## src/rtl/irq_axil_notifier_pkg.sv

```systemverilog
// Shared types and constants for the IRQ-to-AXI-Lite notifier.
// Holds the FSM state encoding, the OKAY response code and a width helper.
package irq_axil_notifier_pkg;

  typedef enum logic [1:0] {
    IDLE = 2'd0,
    SEND = 2'd1,
    RESP = 2'd2
  } state_e;

  localparam logic [1:0] axil_resp_okay = 2'b00;

  // Index/counter width that never collapses to zero bits.
  function automatic int unsigned clog2_min1(input int unsigned value);
    return (value <= 1) ? 1 : $clog2(value);
  endfunction

endpackage

```

## src/rtl/bsg_arb_round_robin.sv

```systemverilog
// Round-robin arbiter: grants the first requester at or after the pointer,
// and moves the pointer past the winner when the grant is consumed (yumi).
module bsg_arb_round_robin
  import irq_axil_notifier_pkg::*;
#(
  parameter  int unsigned width_p = 2,
  localparam int unsigned idx_w   = clog2_min1(width_p)
) (
  input  logic               clk_i,
  input  logic               rst_ni,
  input  logic [width_p-1:0] reqs_i,
  input  logic               yumi_i,
  output logic               grant_v_o,
  output logic [idx_w-1:0]   grant_idx_o
);

  localparam int unsigned pad_w = 1 << idx_w;

  logic [idx_w-1:0] ptr_q, ptr_d;
  logic [pad_w-1:0] reqs_pad;
  logic [idx_w:0]   cand_sum;
  logic [idx_w-1:0] cand;
  logic [idx_w:0]   next_sum;

  // NOTE: every signal written here gets a default first, so no path leaves
  // it unassigned and no latch is inferred.
  always_comb begin
    reqs_pad               = '0;
    reqs_pad[width_p-1:0]  = reqs_i;
    grant_v_o              = 1'b0;
    grant_idx_o            = '0;
    cand_sum               = '0;
    cand                   = '0;
    // Walk downward so the candidate closest to the pointer wins last.
    for (int i = int'(width_p) - 1; i >= 0; i--) begin
      cand_sum = {1'b0, ptr_q} + (idx_w+1)'(i);
      if (cand_sum >= (idx_w+1)'(width_p)) begin
        cand_sum = cand_sum - (idx_w+1)'(width_p);
      end
      cand = cand_sum[idx_w-1:0];
      if (reqs_pad[cand]) begin
        grant_v_o   = 1'b1;
        grant_idx_o = cand;
      end
    end
  end

  always_comb begin
    ptr_d    = ptr_q;
    next_sum = {1'b0, grant_idx_o} + (idx_w+1)'(1);
    if (next_sum >= (idx_w+1)'(width_p)) begin
      next_sum = '0;
    end
    if (yumi_i && grant_v_o) begin
      ptr_d = next_sum[idx_w-1:0];
    end
  end

  // NOTE: sequential state uses non-blocking assignments so every flop
  // samples the pre-edge values, independent of process ordering.
  always_ff @(posedge clk_i or negedge rst_ni) begin
    if (!rst_ni) begin
      ptr_q <= '0;
    end else begin
      ptr_q <= ptr_d;
    end
  end

endmodule

```

## src/rtl/irq_axil_notifier.sv

```systemverilog
// Forwards per-target interrupt level changes as posted AXI4-Lite writes,
// one outstanding at a time, round-robin, with bounded retry on error.
module irq_axil_notifier
  import irq_axil_notifier_pkg::*;
#(
  parameter int unsigned num_targets_p     = 2,
  parameter int unsigned axil_data_width_p = 32,
  parameter int unsigned axil_addr_width_p = 32,
  parameter logic [63:0] base_addr_p       = 64'h30_a000,
  parameter logic [63:0] target_stride_p   = 64'h8,
  parameter int unsigned max_retries_p     = 3
) (
  input  logic                             clk_i,
  input  logic                             rst_ni,
  input  logic [num_targets_p-1:0]         irq_i,

  output logic [axil_addr_width_p-1:0]     m_axil_awaddr_o,
  output logic [2:0]                       m_axil_awprot_o,
  output logic                             m_axil_awvalid_o,
  input  logic                             m_axil_awready_i,

  output logic [axil_data_width_p-1:0]     m_axil_wdata_o,
  output logic [(axil_data_width_p>>3)-1:0] m_axil_wstrb_o,
  output logic                             m_axil_wvalid_o,
  input  logic                             m_axil_wready_i,

  input  logic [1:0]                       m_axil_bresp_i,
  input  logic                             m_axil_bvalid_i,
  output logic                             m_axil_bready_o,

  output logic [axil_addr_width_p-1:0]     m_axil_araddr_o,
  output logic [2:0]                       m_axil_arprot_o,
  output logic                             m_axil_arvalid_o,
  output logic                             m_axil_rready_o,
  input  logic [axil_data_width_p-1:0]     m_axil_rdata_i,
  input  logic [1:0]                       m_axil_rresp_i,
  input  logic                             m_axil_rvalid_i,
  input  logic                             m_axil_arready_i,

  output logic                             busy_o,
  output logic [num_targets_p-1:0]         err_o
);

  localparam int unsigned idx_w   = clog2_min1(num_targets_p);
  localparam int unsigned retry_w = clog2_min1(max_retries_p + 1);

  state_e                          state_q, state_d;
  logic [num_targets_p-1:0]        irq_q, irq_d;
  logic [num_targets_p-1:0]        sent_q, sent_d;
  logic [num_targets_p-1:0]        err_q, err_d;
  logic [idx_w-1:0]                tgt_q, tgt_d;
  logic                            data_q, data_d;
  logic [retry_w-1:0]              retry_q, retry_d;
  logic                            awvalid_q, awvalid_d;
  logic                            wvalid_q, wvalid_d;
  logic                            bready_q, bready_d;
  logic [axil_addr_width_p-1:0]    awaddr_q, awaddr_d;
  logic [axil_data_width_p-1:0]    wdata_q, wdata_d;

  logic [num_targets_p-1:0]        dirty;
  logic                            grant_v;
  logic [idx_w-1:0]                grant_idx;
  logic                            yumi;
  logic                            aw_done;
  logic                            w_done;

  assign irq_d = irq_i;
  assign dirty = irq_q ^ sent_q;

  bsg_arb_round_robin #(
    .width_p(num_targets_p)
  ) u_arb (
    .clk_i      (clk_i),
    .rst_ni     (rst_ni),
    .reqs_i     (dirty),
    .yumi_i     (yumi),
    .grant_v_o  (grant_v),
    .grant_idx_o(grant_idx)
  );

  always_comb begin
    state_d   = state_q;
    sent_d    = sent_q;
    err_d     = err_q;
    tgt_d     = tgt_q;
    data_d    = data_q;
    retry_d   = retry_q;
    awvalid_d = awvalid_q;
    wvalid_d  = wvalid_q;
    bready_d  = bready_q;
    awaddr_d  = awaddr_q;
    wdata_d   = wdata_q;
    yumi      = 1'b0;
    aw_done   = 1'b0;
    w_done    = 1'b0;

    unique case (state_q)
      IDLE: begin
        if (grant_v) begin
          yumi       = 1'b1;
          state_d    = SEND;
          tgt_d      = grant_idx;
          data_d     = irq_q[grant_idx];
          retry_d    = '0;
          awvalid_d  = 1'b1;
          wvalid_d   = 1'b1;
          awaddr_d   = axil_addr_width_p'(base_addr_p + 64'(grant_idx) * target_stride_p);
          wdata_d    = '0;
          wdata_d[0] = irq_q[grant_idx];
        end
      end

      SEND: begin
        // A channel counts as done once its valid has already dropped.
        aw_done = !awvalid_q || m_axil_awready_i;
        w_done  = !wvalid_q  || m_axil_wready_i;
        if (awvalid_q && m_axil_awready_i) awvalid_d = 1'b0;
        if (wvalid_q  && m_axil_wready_i)  wvalid_d  = 1'b0;
        if (aw_done && w_done) begin
          state_d  = RESP;
          bready_d = 1'b1;
        end
      end

      RESP: begin
        if (m_axil_bvalid_i) begin
          bready_d = 1'b0;
          if (m_axil_bresp_i == axil_resp_okay) begin
            sent_d[tgt_q] = data_q;
            state_d       = IDLE;
          end else if (retry_q < retry_w'(max_retries_p)) begin
            // Re-issue the identical write; address and data are still held.
            retry_d   = retry_q + retry_w'(1);
            state_d   = SEND;
            awvalid_d = 1'b1;
            wvalid_d  = 1'b1;
          end else begin
            sent_d[tgt_q] = data_q;
            err_d[tgt_q]  = 1'b1;
            state_d       = IDLE;
          end
        end
      end

      default: state_d = IDLE;
    endcase
  end

  always_ff @(posedge clk_i or negedge rst_ni) begin
    if (!rst_ni) begin
      state_q   <= IDLE;
      irq_q     <= '0;
      sent_q    <= '0;
      err_q     <= '0;
      tgt_q     <= '0;
      data_q    <= 1'b0;
      retry_q   <= '0;
      awvalid_q <= 1'b0;
      wvalid_q  <= 1'b0;
      bready_q  <= 1'b0;
      awaddr_q  <= '0;
      wdata_q   <= '0;
    end else begin
      state_q   <= state_d;
      irq_q     <= irq_d;
      sent_q    <= sent_d;
      err_q     <= err_d;
      tgt_q     <= tgt_d;
      data_q    <= data_d;
      retry_q   <= retry_d;
      awvalid_q <= awvalid_d;
      wvalid_q  <= wvalid_d;
      bready_q  <= bready_d;
      awaddr_q  <= awaddr_d;
      wdata_q   <= wdata_d;
    end
  end

  assign m_axil_awaddr_o  = awaddr_q;
  assign m_axil_awprot_o  = 3'b000;
  assign m_axil_awvalid_o = awvalid_q;
  assign m_axil_wdata_o   = wdata_q;
  assign m_axil_wstrb_o   = '1;
  assign m_axil_wvalid_o  = wvalid_q;
  assign m_axil_bready_o  = bready_q;

  // The read channel is never used by this master.
  assign m_axil_araddr_o  = '0;
  assign m_axil_arprot_o  = 3'b000;
  assign m_axil_arvalid_o = 1'b0;
  assign m_axil_rready_o  = 1'b0;

  assign busy_o = (state_q != IDLE);
  assign err_o  = err_q;

  logic unused_read_inputs;
  assign unused_read_inputs = ^{m_axil_rdata_i, m_axil_rresp_i, m_axil_rvalid_i, m_axil_arready_i};

endmodule

```

## config.mk

```make
export PLATFORM = sky130hd
export DESIGN_NAME = irq_axil_notifier
export DESIGN_NICKNAME = d
export VERILOG_FILES = /design/src/rtl/irq_axil_notifier_pkg.sv /design/src/rtl/bsg_arb_round_robin.sv /design/src/rtl/irq_axil_notifier.sv
export SDC_FILE = /design/constraint.sdc
export NUM_CORES = 1
export LEC_CHECK = 0
export CORE_UTILIZATION = 31
export DETAILED_ROUTE_END_ITERATION = 12
export PLACE_DENSITY = 0.89
export SYNTH_ARGS = -nofsm -noshare
export SYNTH_HDL_FRONTEND = slang
export SYNTH_SLANG_ARGS = --single-unit
```

## constraint.sdc

```tcl
create_clock -name clk_i -period 1.85 [get_ports clk_i]
set_input_delay 0.37 -clock clk_i [delete_from_list [all_inputs] [get_ports clk_i]]
set_output_delay 0.37 -clock clk_i [all_outputs]
set_load 0.005 [all_outputs]
```

## Word-level counts from Yosys, hierarchy flattened

Cells that the tools add are included.

| operators by class | value |
|---|---|
| reductions and logical operators | 23 |
| eq/ne operators | 10 |
| order comparisons | 9 |
| add/subtract/negate cells | 6 |
| bitwise gates (word level) | 4 |
| multiplexer cells | 42 |

Operators with widths:

| cell | number |
|---|---|
| 1-bit 2-to-1 mux | 26 |
| 22-bit by 4-bit adder with 23-bit output, first input constant | 1 |
| 2-bit 2-to-1 mux | 9 |
| 2-bit inequality test, second input constant | 7 |
| 6-bit AND reduction | 2 |
| 3-bit AND reduction | 3 |
| 1-bit by 2-bit less-than comparator with 1-bit output, second input constant | 4 |
| 1-bit case mux with 3 select lines | 2 |
| 2-bit case mux with 3 select lines | 1 |
| 2-bit nonzero test | 3 |
| 1-bit logical AND | 5 |
| 5-bit AND reduction | 1 |
| 1-bit by 1-bit adder with 2-bit output, second input constant | 2 |
| 2-bit >= comparator, second input constant | 2 |
| 2-bit zero test | 2 |
| 2-bit case mux with 2 select lines | 1 |
| 4-bit AND reduction | 1 |
| 3-bit nonzero test | 1 |
| 2-bit by 1-bit adder with 2-bit output, second input constant | 1 |
| 2-bit bitwise mux | 1 |
| 2-bit by 1-bit == test with 1-bit output, second input constant | 1 |
| 2-bit == test, second input constant | 1 |
| 1-bit by 2-bit >= comparator with 1-bit output, second input constant | 1 |
| 1-bit zero test | 2 |
| other kinds (11) | 14 |

| word-level totals | value |
|---|---|
| register bits after elaboration | 48 |
| logic and storage cells | 106 |
| input bits | 45 |
| output and inout port bits | 114 |

## Longest topological paths before layout

Gate-level depths: netlist of the first run.

| depth | value |
|---|---|
| depth after elaboration | 10 |
| gate-level depth with buffers | 4 |
| mapped depth without buffers | 4 |

## Modules after synthesis

Synthesis of the first run repeated with hierarchy kept, for this count alone.

| unflattened totals | value |
|---|---|
| cells, all modules | 185 |
| area total of the unflattened synthesis | 1630.3 um^2 |

Modules (own cells, without submodules):

| module | times used | seq. area each (um^2) | area each (um^2) | cells each |
|---|---|---|---|---|
| irq_axil_notifier | 1 | 400.4 | 1576.5 | 179 |
| bsg_arb_round_robin | 1 | 25.0 | 53.8 | 6 |

## Worst setup path before layout of the first run

OpenSTA, ideal clock, no wires.

| timing path | value |
|---|---|
| path kind | reg2reg |
| start point | register retry_q[0] |
| end point | register sent_q[0] |
| setup slack | 0.481 ns |
| period minus slack after synthesis | 1.369 ns |
| setup time | 0.125 ns |
| stages on the path, launching flop included | 5 |
| arrival | 1.244 ns |
| required time | 1.725 ns |
| path through | dfrtp_1 -> ha_1 -> o21bai_1 -> and3_4 -> mux2_4 |

| between the ends | value |
|---|---|
| longest elaborated chain between the ends | 3 |

RTL lines:

| item | line | RTL |
|---|---|---|
| start: declaration | irq_axil_notifier.sv:53 | `logic [retry_w-1:0] retry_q, retry_d;` |
| start signal: assignment | irq_axil_notifier.sv:170 | `retry_q <= retry_d;` |
| 2-bit less-than comparator | irq_axil_notifier.sv:131 | `end else if (retry_q < retry_w'(max_retries_p)) begin` |
| 2-bit inequality test (no line) | - |  |
| 3-bit AND reduction (no line) | - |  |
| end signal: assignment | irq_axil_notifier.sv:166 | `sent_q <= sent_d;` |
| end: declaration | irq_axil_notifier.sv:49 | `logic [num_targets_p-1:0] sent_q, sent_d;` |

Every way passes these cells.
A chain may end at the register's enable or synchronous reset.

## Final worst setup path of the first run

| timing path | value |
|---|---|
| start point | register state_q[0] |
| end point | output busy_o |

| between the ends | value |
|---|---|
| longest elaborated chain between the ends | 1 |

RTL lines:

| item | line | RTL |
|---|---|---|
| start: declaration | irq_axil_notifier.sv:47 | `state_e state_q, state_d;` |
| start signal: assignment | irq_axil_notifier.sv:164 | `state_q <= state_d;` |
| 2-bit nonzero test | irq_axil_notifier.sv:193 | `assign busy_o = (state_q != IDLE);` |
| end: declaration | irq_axil_notifier.sv:40 | `output logic busy_o,` |

Every way passes these cells.

==> impl_metrics.csv, run 1 <==
group,metric,value,unit
logic_synthesis,syn_avg_cell_area,8.78,sq um
cts,cts_sinks,17,
finish,areaGrowthSynthToFinish,-4.22,%
setup_path,r2r_start,"retry_q[0]$_DFFE_PN0P_",
cts,cts_root_buf,"clkbuf_8",
sta,fmax,567,MHz
global_route,grt_overflow,0,
die,design.die.area,5650,sq um
placement,routabilityCongestion,0.827,
placement,dp_hpwl,1860,um
global_route,grt_pass1_wl,3330,um
logic_synthesis,synth_top_area_cell,"buf_4",
die,num_io_pins,159,
logic_synthesis,syn_area,1660,sq um
die,core,5140,sq um
finish,drive_gt1_share,7.66,%
cts,cts_max_path_buffers,2,
route,drc,0,
power_and_ir_drop,p_leak,0.833,nW
cts,cts_tree,"yes",
cts,holdBufCountCts,0,
setup_path,critPathMaxFanout,8,
die,fp.dieW,75.2,um
cts,clk_latency,0.25,ns
sta,hold_viol,0,
route,routed_wl,2290,um
power_and_ir_drop,p_total,1.65,mW
logic_synthesis,ys_seq_area_share,25.6,%
setup_path,cp-start-kind,"register",
setup_path,crit_chain,"nor2_1 > inv_1 > clkdlybuf4s50_1",
finish,nets,256,
cts,cts_setup_buffers,0,
sta,rsz0062_at_grt,"no",
cts,numCtsBuffers,3,
setup_path,max_stage_delay,0.46,ns
setup_path,worstPathRequired,1.48,ns
global_route,grt_max_degree,18,
sta,totalNegativeSetupSlack,0,ns
sta,fin_crit_sh,95.4,%
placement,port_buffers,20,
logic_synthesis,yosysUniqueCellTypes,32,
logic_synthesis,synth_seq_cells,17,
setup_path,reg2regPathDepth,4,
sta,setup_violations,0,
setup_path,cp.arrival,1.40,ns
logic_synthesis,synthTopCellsByArea,"buf_4 48%, dfrtp_1 26%, nand2b_1 2.6%",
logic_synthesis,yosysWarningCount,0,
cts,htree_levels,1,
route,drt_iter0_markers,10,
setup_path,reg2reg_slack,0.39,ns
job,maxCapViolCount,0,
hold_path,hold_path.class,"in2async",
global_route,grt_util_all_layers,8.16,%
route,wire_per_inst,8.20,um
setup_path,path_delay_family,"buffers and inverters",
route,vias_per_cell,3.44,
logic_synthesis,yosys.area.top_type_share,48.4,%
route,drt_first_pass_iters,4,
global_route,antenna_found_initial,0,
die,die-height,75.2,um
setup_path,crit_type,"reg2out",
logic_synthesis,synth_edf_count,0,
logic_synthesis,netlist_instances,189,
sta,layout_min_cycle_time,1.77,ns
setup_path,timing.critical_path.buf_inv,2,
die,placement_rows,26,
power_and_ir_drop,peakVddDrop,0.000553,V
global_route,grt_pass1_vias,700,
cts,cts_resized,0,
finish,fillCellCount,572,
route,vias,959,
cts,cts.clk_slew.worst_paths,0.06,ns
logic_synthesis,synth_ff_type,"dfrtp_1",
setup_path,slowest_stage,"dfrtp_1",
logic_synthesis,async_flop_share,100,%
setup_path,endpoint_kind,"output port",
outcome,outcome,"finished clean",
power_and_ir_drop,powerDensity,1040,nW/um^2
finish,diodes,0,
setup_path,r2r_end,"sent_q[0]$_DFFE_PN0P_",
die,start_util,32.3,%
route,ant_nets,0,
sta,finalClockSkew,0.00175,ns
sta,finalMaxSlewViolations,0,
logic make-up (layout without fill, tap and decap cells):
| family | after synthesis | in the layout | share of synthesized area [%] |
|---|---|---|---|
| flip-flops | 17 | 17 | 25.6 |
| AND/OR/NAND/NOR | 22 | 22 | 7.76 |
| AO/OA/AOI/OAI | 29 | 29 | 11.8 |
| XOR/XNOR | 2 | 2 | 1.96 |
| multiplexers | 2 | 2 | 1.58 |
| buffers and inverters | 114 | 34 | 50.0 |
| adder cells (fa/ha/maj) | 1 | 1 | 0.753 |
| other | 2 | 102 | 0.452 |
worst reg2reg max path: cells and delay by family (launching register included):
family | cells | cell delay [ns]
flops | 1 | 0.41
compound gates | 1 | 0.22
mux | 1 | 0.28
fa+ha+maj | 1 | 0.23
simple gates | 1 | 0.21
how the worst max path moves through the flow:
stage,startpoint,to,slack [ns],cells after the start
2_1_floorplan,retry_q[0]$_DFFE_PN0P_,sent_q[0]$_DFFE_PN0P_,0.48,4
3_3_place_gp,m_axil_bresp_i[1],sent_q[0]$_DFFE_PN0P_,0.10,4
3_5_place_dp,m_axil_bresp_i[1],sent_q[0]$_DFFE_PN0P_,0.06,4
4_1_cts,state_q[0]$_DFFE_PN0P_,busy_o,0.08,3
5_1_grt,state_q[0]$_DFFE_PN0P_,busy_o,0.03,3
6_report,state_q[0]$_DFFE_PN0P_,busy_o,0.08,3
power by group:
part           internal, mW  switching, mW  total, mW
logic                 0.375          0.370      0.745
registers             0.498          0.133      0.631
clock network         0.153          0.122      0.275
metal layers:
metal | track usage (%) | vias up | share of wire (%)
met4 | 3.70 | 0 | 1.5
li1 | - | 442 | -
met2 | 13.5 | 70 | 48
met5 | 0 | - | 0
met1 | 9.71 | 442 | 42
met3 | 2.54 | 5 | 9.0
cell usage in the layout, fill, tap and decap left out, types with 3 or more instances in the layout:
cell,netlist,routed
nand2_1,3,3
a21oi_1,7,7
conb_1,2,102
nor2_1,3,3
clkdlybuf4s50_1,0,20
nand2b_1,7,7
dfrtp_1,17,17
inv_1,6,6
buf_4,107,4
o21ai_0,8,8
clkbuf_8,0,3
o21bai_1,3,3
state kept, by name, indices dropped and copies added (netlist names):
register	cells
m_axil_bready_o	1
irq_q	2
m_axil_awvalid_o	1
m_axil_awaddr_o	2
sent_q	2
data_q	1
err_o	2
u_arb.ptr_q	1
state_q	2
m_axil_wvalid_o	1
retry_q	2
cell usage after synthesis, types with 2 or more instances:
| cell | count |
|---|---|
| a211o_1 | 2 |
| a21oi_1 | 7 |
| a31oi_1 | 2 |
| buf_4 | 107 |
| conb_1 | 2 |
| dfrtp_1 | 17 |
| inv_1 | 6 |
| nand2_1 | 3 |
| nand2b_1 | 7 |
| nor2_1 | 3 |
| nor2b_1 | 2 |
| o21ai_0 | 8 |
| o21bai_1 | 3 |
| xor2_2 | 2 |
per-stage QoR:
| step | worst slack [ns] | hold WS [ns] | std cells | area (sq um) | util (%) |
|---|---|---|---|---|---|
| after detailed placement | 0.0603 | 0.463 | 275 | 1550 | 30.1 |
| after floorplan | 0.481 | 0.0744 | 289 | 2040 | - |
| after global placement | 0.101 | 0.462 | 275 | 1550 | 30.1 |
| after global routing | 0.0305 | 0.465 | 279 | 1590 | 30.9 |
| final | 0.0849 | 0.442 | 279 | 1590 | 30.9 |
| after CTS | 0.0782 | 0.450 | 279 | 1590 | 30.9 |
cell type report:
cell class	instances	area (sq um)	area share, %
clock buffers	4	45.0	2.83
well taps	70	87.6	5.51
multi-input cells	158	779	49.0
flip-flops and latches	17	425	26.8
inverters	6	22.5	1.42
repair buffers	24	230	14.5
No activity file was read; power rests on OpenSTA's default activity.
==> run 2, diff against run 1 <==
--- a/config.mk
+++ b/config.mk
@@ -5,6 +5,7 @@
 export SDC_FILE = /design/constraint.sdc
 export NUM_CORES = 1
 export LEC_CHECK = 0
+export CORE_ASPECT_RATIO = 1.75
 export CORE_UTILIZATION = 31
 export DETAILED_ROUTE_END_ITERATION = 12
 export PLACE_DENSITY = 0.89
==> run 2 against run 1 <==
Effect of this change: clock-buffer cell count did not move; first-iteration DRC count rose to 3.9 times the previous value; die area rose by 0.20%; highest routed layer unchanged; the run now ends with design-rule violations left; largest cell class unchanged; maximum frequency rose by 0.73%; sequential share of layout area rose by 0.21 points; sequential power barely moved; sequential cell count did not move; wire length rose by 1.5%; core utilization rose by 0.23 points; cell area fell by 0.79%; non-clock buffer count rose by 1; global-route usage rose by 0.39 points.
==> impl_metrics.csv, run 2 (synthesized netlist as in run 1, its figures left out) <==
group,metric,value,unit
placement,routabilityCongestion,0.728,
sta,totalNegativeSetupSlack,0,ns
die,num_io_pins,159,
setup_path,timing.critical_path.buf_inv,2,
sta,hold_viol,0,
sta,fmax,571,MHz
die,fp.dieW,57.3,um
cts,clk_latency,0.25,ns
global_route,grt_pass1_wl,3640,um
finish,diodes,0,
placement,dpl_cell_area,1530,sq um
finish,stdcell_area,1580,sq um
die,design.die.area,5660,sq um
sta,finalClockSkew,0.00165,ns
finish,mostFrequentLayoutCell,"conb_1",
setup_path,endpoint_kind,"output port",
setup_path,critPathMaxFanout,8,
setup_path,cp.arrival,1.38,ns
sta,fin_crit_sh,94.7,%
die,start_util,32.8,%
cts,cts.clk_slew.worst_paths,0.06,ns
placement,dp_hpwl,1930,um
route,drc,13,
cts,cts_max_path_buffers,2,
setup_path,max_stage_delay,0.46,ns
outcome,violations,"design-rule violations",
job,maxCapViolCount,0,
global_route,antenna_found_initial,0,
outcome,outcome,"finished with violations",
route,routed_wl,2320,um
placement,dp.cells,260,
setup_path,crit_type,"reg2out",
cts,cts_setup_buffers,0,
cts,cts_tree,"yes",
power_and_ir_drop,peakVddDrop,0.000334,V
die,die-height,98.8,um
global_route,grt_overflow,0,
hold_path,hold_path.class,"in2async",
cts,cts_resized,0,
finish,fin_cells,264,
route,drt_first_pass_iters,8,
route,wire_per_inst,8.80,um
sta,rsz0062_at_grt,"no",
route,vias_per_cell,3.88,
finish,layout_common_cells,"102 x conb_1, 20 x clkdlybuf4s50_1, 17 x dfrtp_1, 8 x o21ai_0",
power_and_ir_drop,p_total,1.65,mW
cts,htree_levels,1,
power_and_ir_drop,powerDensity,1040,nW/um^2
sta,finalMaxSlewViolations,0,
finish,nets,257,
sta,layout_min_cycle_time,1.75,ns
sta,whs,0.443,ns
placement,port_buffers,20,
route,ant_nets,0,
global_route,grt_max_degree,18,
setup_path,crit_chain,"nor2_1 > inv_1 > clkdlybuf4s50_1",
die,placement_rows,34,
cts,holdBufCountCts,0,
global_route,grt_pass1_vias,781,
global_route,grt_util_all_layers,8.55,%
setup_path,worstPathRequired,1.48,ns
die,core,5060,sq um
power_and_ir_drop,p_leak,0.838,nW
setup_path,slowest_stage,"dfrtp_1",
cts,cts_root_buf,"clkbuf_8",
finish,areaGrowthSynthToFinish,-4.97,%
setup_path,path_delay_family,"buffers and inverters",
sta,setup_violations,0,
cts,numCtsBuffers,3,
setup_path,cp-start-kind,"register",
route,vias,1024,
finish,fillCellCount,511,
cts,cts_sinks,17,
finish,drive_gt1_share,8.10,%
route,drt_iter0_markers,39,
[run 2: layout make-up]
type	instances	area, sq um	area share (%)
clock buffer	4	45.0	2.85
tap	54	67.6	4.28
timing repair buffer	25	238	15.1
sequential	17	425	27.0
multi-input combinational	158	779	49.4
inverter	6	22.5	1.43
[run 2: worst reg2reg max path: stages, from the launching register on]
cell      delay (ns)
dfrtp_1         0.42
ha_1            0.24
o21bai_1        0.19
buf_4           0.15
nor4_1          0.25
a211o_1         0.13
[run 2: routing by layer]
layer  vias up  wire, um  GRT usage, %
li1        446         -             -
met3         5       247          1.84
met4         0        57          5.07
met2       100      1260          15.7
met1       473       757          8.47
met5         -         0             0
[run 2: power breakdown]
group | switching [mW] | internal [mW]
combinational | 0.366 | 0.376
clock | 0.120 | 0.153
sequential | 0.133 | 0.498
[run 2: worst paths after layout]
kind | start | to | slack [ns] | cells past startpoint
max in group asynchronous | rst_ni | sent_q[1]$_DFFE_PN0P_ | 1.22 | 2
hold / removal | rst_ni | m_axil_awaddr_o[20]$_DFFE_PN0P_ | 0.44 | 2
setup reg to reg | retry_q[0]$_DFFE_PN0P_ | retry_q[0]$_DFFE_PN0P_ | 0.41 | 5
setup / recovery | state_q[0]$_DFFE_PN0P_ | busy_o | 0.1 | 3
min in group clk_i | err_o[0]$_DFFE_PN0P_ | err_o[0]$_DFFE_PN0P_ | 0.48 | 1
hold reg to reg | err_o[0]$_DFFE_PN0P_ | err_o[0]$_DFFE_PN0P_ | 0.48 | 1
[run 2: stage by stage]
| step | worst slack (ns) | utilization (%) |
|---|---|---|
| floorplan | 0.481 | - |
| global placement | 0.174 | 30.3 |
| detailed placement | 0.140 | 30.3 |
| CTS | 0.0815 | 31.2 |
| global route | 0.00958 | 31.2 |
| finish | 0.0977 | 31.2 |
==> run 3, diff against run 2 <==
--- a/config.mk
+++ b/config.mk
@@ -8,7 +8,9 @@
 export CORE_ASPECT_RATIO = 1.75
 export CORE_UTILIZATION = 31
 export DETAILED_ROUTE_END_ITERATION = 12
+export HOLD_SLACK_MARGIN = 0.02
 export PLACE_DENSITY = 0.89
+export RECOVER_POWER = 100
 export SYNTH_ARGS = -nofsm -noshare
 export SYNTH_HDL_FRONTEND = slang
 export SYNTH_SLANG_ARGS = --single-unit
==> constraint.sdc (replaced) <==
create_clock -name clk_i -period 1.85 [get_ports clk_i]
set_input_delay 0.185 -clock clk_i [delete_from_list [all_inputs] [get_ports clk_i]]
set_output_delay 0.185 -clock clk_i [all_outputs]
set_load 0.005 [all_outputs]
==> run 3 against run 2 <==
Effect of this change: clock-buffer cell count down 1; maximum frequency up 5.8%; worst hold slack better by 0.034 ns; the run still ends with design-rule violations left; sequential cell count unchanged; critical endpoint unchanged; largest power group is now registers; clock power up 2%; global-route usage about the same; setup slack better by 0.097 ns; register-to-register slack worse by 0.15 ns; sequential power up 3%; sequential share of layout area up 0.66 points; non-clock buffer count down 2; final cell count down 0.76%.
==> impl_metrics.csv, run 3 (synthesized netlist as in run 1, its figures left out) <==
group,metric,value,unit
die,core,5060,sq um
setup_path,max_stage_delay,0.55,ns
setup_path,crit_type,"reg2out",
sta,fmax,604,MHz
power_and_ir_drop,powerDensity,1020,nW/um^2
hold_path,hold_depth,1,
cts,htree_levels,1,
die,fp.dieW,57.3,um
route,drc,13,
cts,clk_latency,0.26,ns
setup_path,slowest_stage,"dfrtp_1",
hold_path,hold_path.class,"reg2reg",
setup_path,r2r_start,"sent_q[0]$_DFFE_PN0P_",
die,design.die.area,5660,sq um
setup_path,path_delay_family,"flip-flops",
die,start_util,32.8,%
power_and_ir_drop,peakVddDrop,0.000369,V
sta,totalNegativeSetupSlack,0,ns
setup_path,r2r_end,"m_axil_awvalid_o$_DFFE_PN0P_",
cts,cts_tree,"yes",
sta,slew_headroom,39.3,%
cts,cts_setup_buffers,0,
setup_path,crit_chain,"nor2_1 > inv_1 > clkdlybuf4s50_1",
finish,fin_cells,262,
cts,cts_max_path_buffers,2,
setup_path,cp_num_cells,3,
global_route,antenna_found_initial,0,
finish,drive_gt1_share,5.29,%
cts,cts_root_buf,"clkbuf_8",
power_and_ir_drop,p_leak,0.820,nW
placement,dp.cells,258,
sta,worst_pin_slew,0.910,ns
die,placement_rows,34,
route,wl_met2,1240,um
route,routed.top_layer,"met4",
route,wl_met1,784,um
placement,port_buffers,20,
finish,layout_common_cells,"102 x conb_1, 17 x dfrtp_1, 14 x dlygate4sd3_1, 8 x o21ai_0",
sta,hold_viol,0,
cts,cts_resized,0,
finish,diodes,0,
hold_path,holdPathEnd,"err_o[1]$_DFFE_PN0P_",
sta,layout_min_cycle_time,1.66,ns
global_route,grt_max_degree,18,
sta,fin_crit_sh,89.5,%
setup_path,endpoint_kind,"output port",
setup_path,cp.arrival,1.47,ns
cts,holdBufCountCts,0,
finish,nets,255,
setup_path,worstPathRequired,1.66,ns
global_route,grt_pass1_vias,780,
route,wire_per_inst,8.84,um
cts,cts.clk_slew.worst_paths,0.07,ns
cts,numCtsBuffers,3,
cts,cts_sinks,17,
setup_path,reg2reg_slack,0.26,ns
placement,dp_hpwl,1950,um
global_route,grt_pass1_wl,3660,um
outcome,outcome,"finished with violations",
sta,rsz0062_at_grt,"no",
route,vias_per_cell,3.79,
route,ant_nets,0,
setup_path,reg2regPathDepth,3,
route,drt_iter0_markers,44,
outcome,violations,"design-rule violations",
finish,mostFrequentLayoutCell,"conb_1",
global_route,grt_util_all_layers,8.57,%
job,maxCapViolCount,0,
sta,finalMaxSlewViolations,0,
hold_path,min_from,"err_o[1]$_DFFE_PN0P_",
sta,setup_violations,0,
route,vias,992,
route,routed_wl,2320,um
die,num_io_pins,159,
global_route,grt_overflow,0,
die,die-height,98.8,um
setup_path,cp-start-kind,"register",
placement,routabilityCongestion,0.710,
route,wl_met3,234,um
setup_path,timing.critical_path.buf_inv,2,
power_and_ir_drop,p_total,1.57,mW
finish,areaGrowthSynthToFinish,-7.23,%
route,drt_first_pass_iters,9,
setup_path,critPathMaxFanout,12,
sta,finalClockSkew,0.00611,ns
[run 3: power by group]
part	leakage, nW	switching, mW	internal (mW)	total [mW]
registers	0.206	0.151	0.497	0.648
logic	0.588	0.330	0.318	0.648
clock network	0.0255	0.129	0.150	0.279
total	0.820	0.610	0.965	1.57
[run 3: worst reg2reg max path: cells and delay by family (launching register included)]
family / cells / cell delay [ns]
AOI/OAI and AO/OA: 2 / 0.80
xor gates and xnor gates: 1 / 0.23
DFF: 1 / 0.41
[run 3: worst max-delay path by stage]
stage | from | to | slack (ns)
floorplan | retry_q[0]$_DFFE_PN0P_ | sent_q[0]$_DFFE_PN0P_ | 0.48
global placement | m_axil_bresp_i[1] | sent_q[0]$_DFFE_PN0P_ | 0.30
detailed placement | m_axil_bresp_i[1] | sent_q[0]$_DFFE_PN0P_ | 0.24
CTS | state_q[1]$_DFFE_PN0P_ | busy_o | 0.17
global route | state_q[1]$_DFFE_PN0P_ | busy_o | 0.12
finish | state_q[1]$_DFFE_PN0P_ | busy_o | 0.19
[run 3: area by class of cell]
cell class / instances / area, sq um
multi-input combinational: 158 / 763
tap: 54 / 67.6
sequential: 17 / 425
clock inverter: 1 / 5.00
fill: 526 / 3520
clock buffer: 3 / 41.3
inverter: 6 / 22.5
timing repair buffer: 23 / 215
[run 3: through the flow]
step                      hold slack (ns)  utilization (%)  setup slack (ns)  cell area (sq um)
final                               0.477             30.4             0.194               1540
after global placement              0.465             30.0             0.295               1520
after detailed placement            0.473             30.0             0.242               1520
after CTS                           0.256             30.9             0.169               1560
after global routing                0.490             30.4             0.118               1540
after floorplan                    -0.111                -             0.481               2040
[run 3: layer usage]
metal | vias up | track usage, %
li1 | 442 | -
met4 | 0 | 5.25
met2 | 102 | 15.6
met1 | 443 | 8.72
met3 | 5 | 1.71
met5 | - | 0
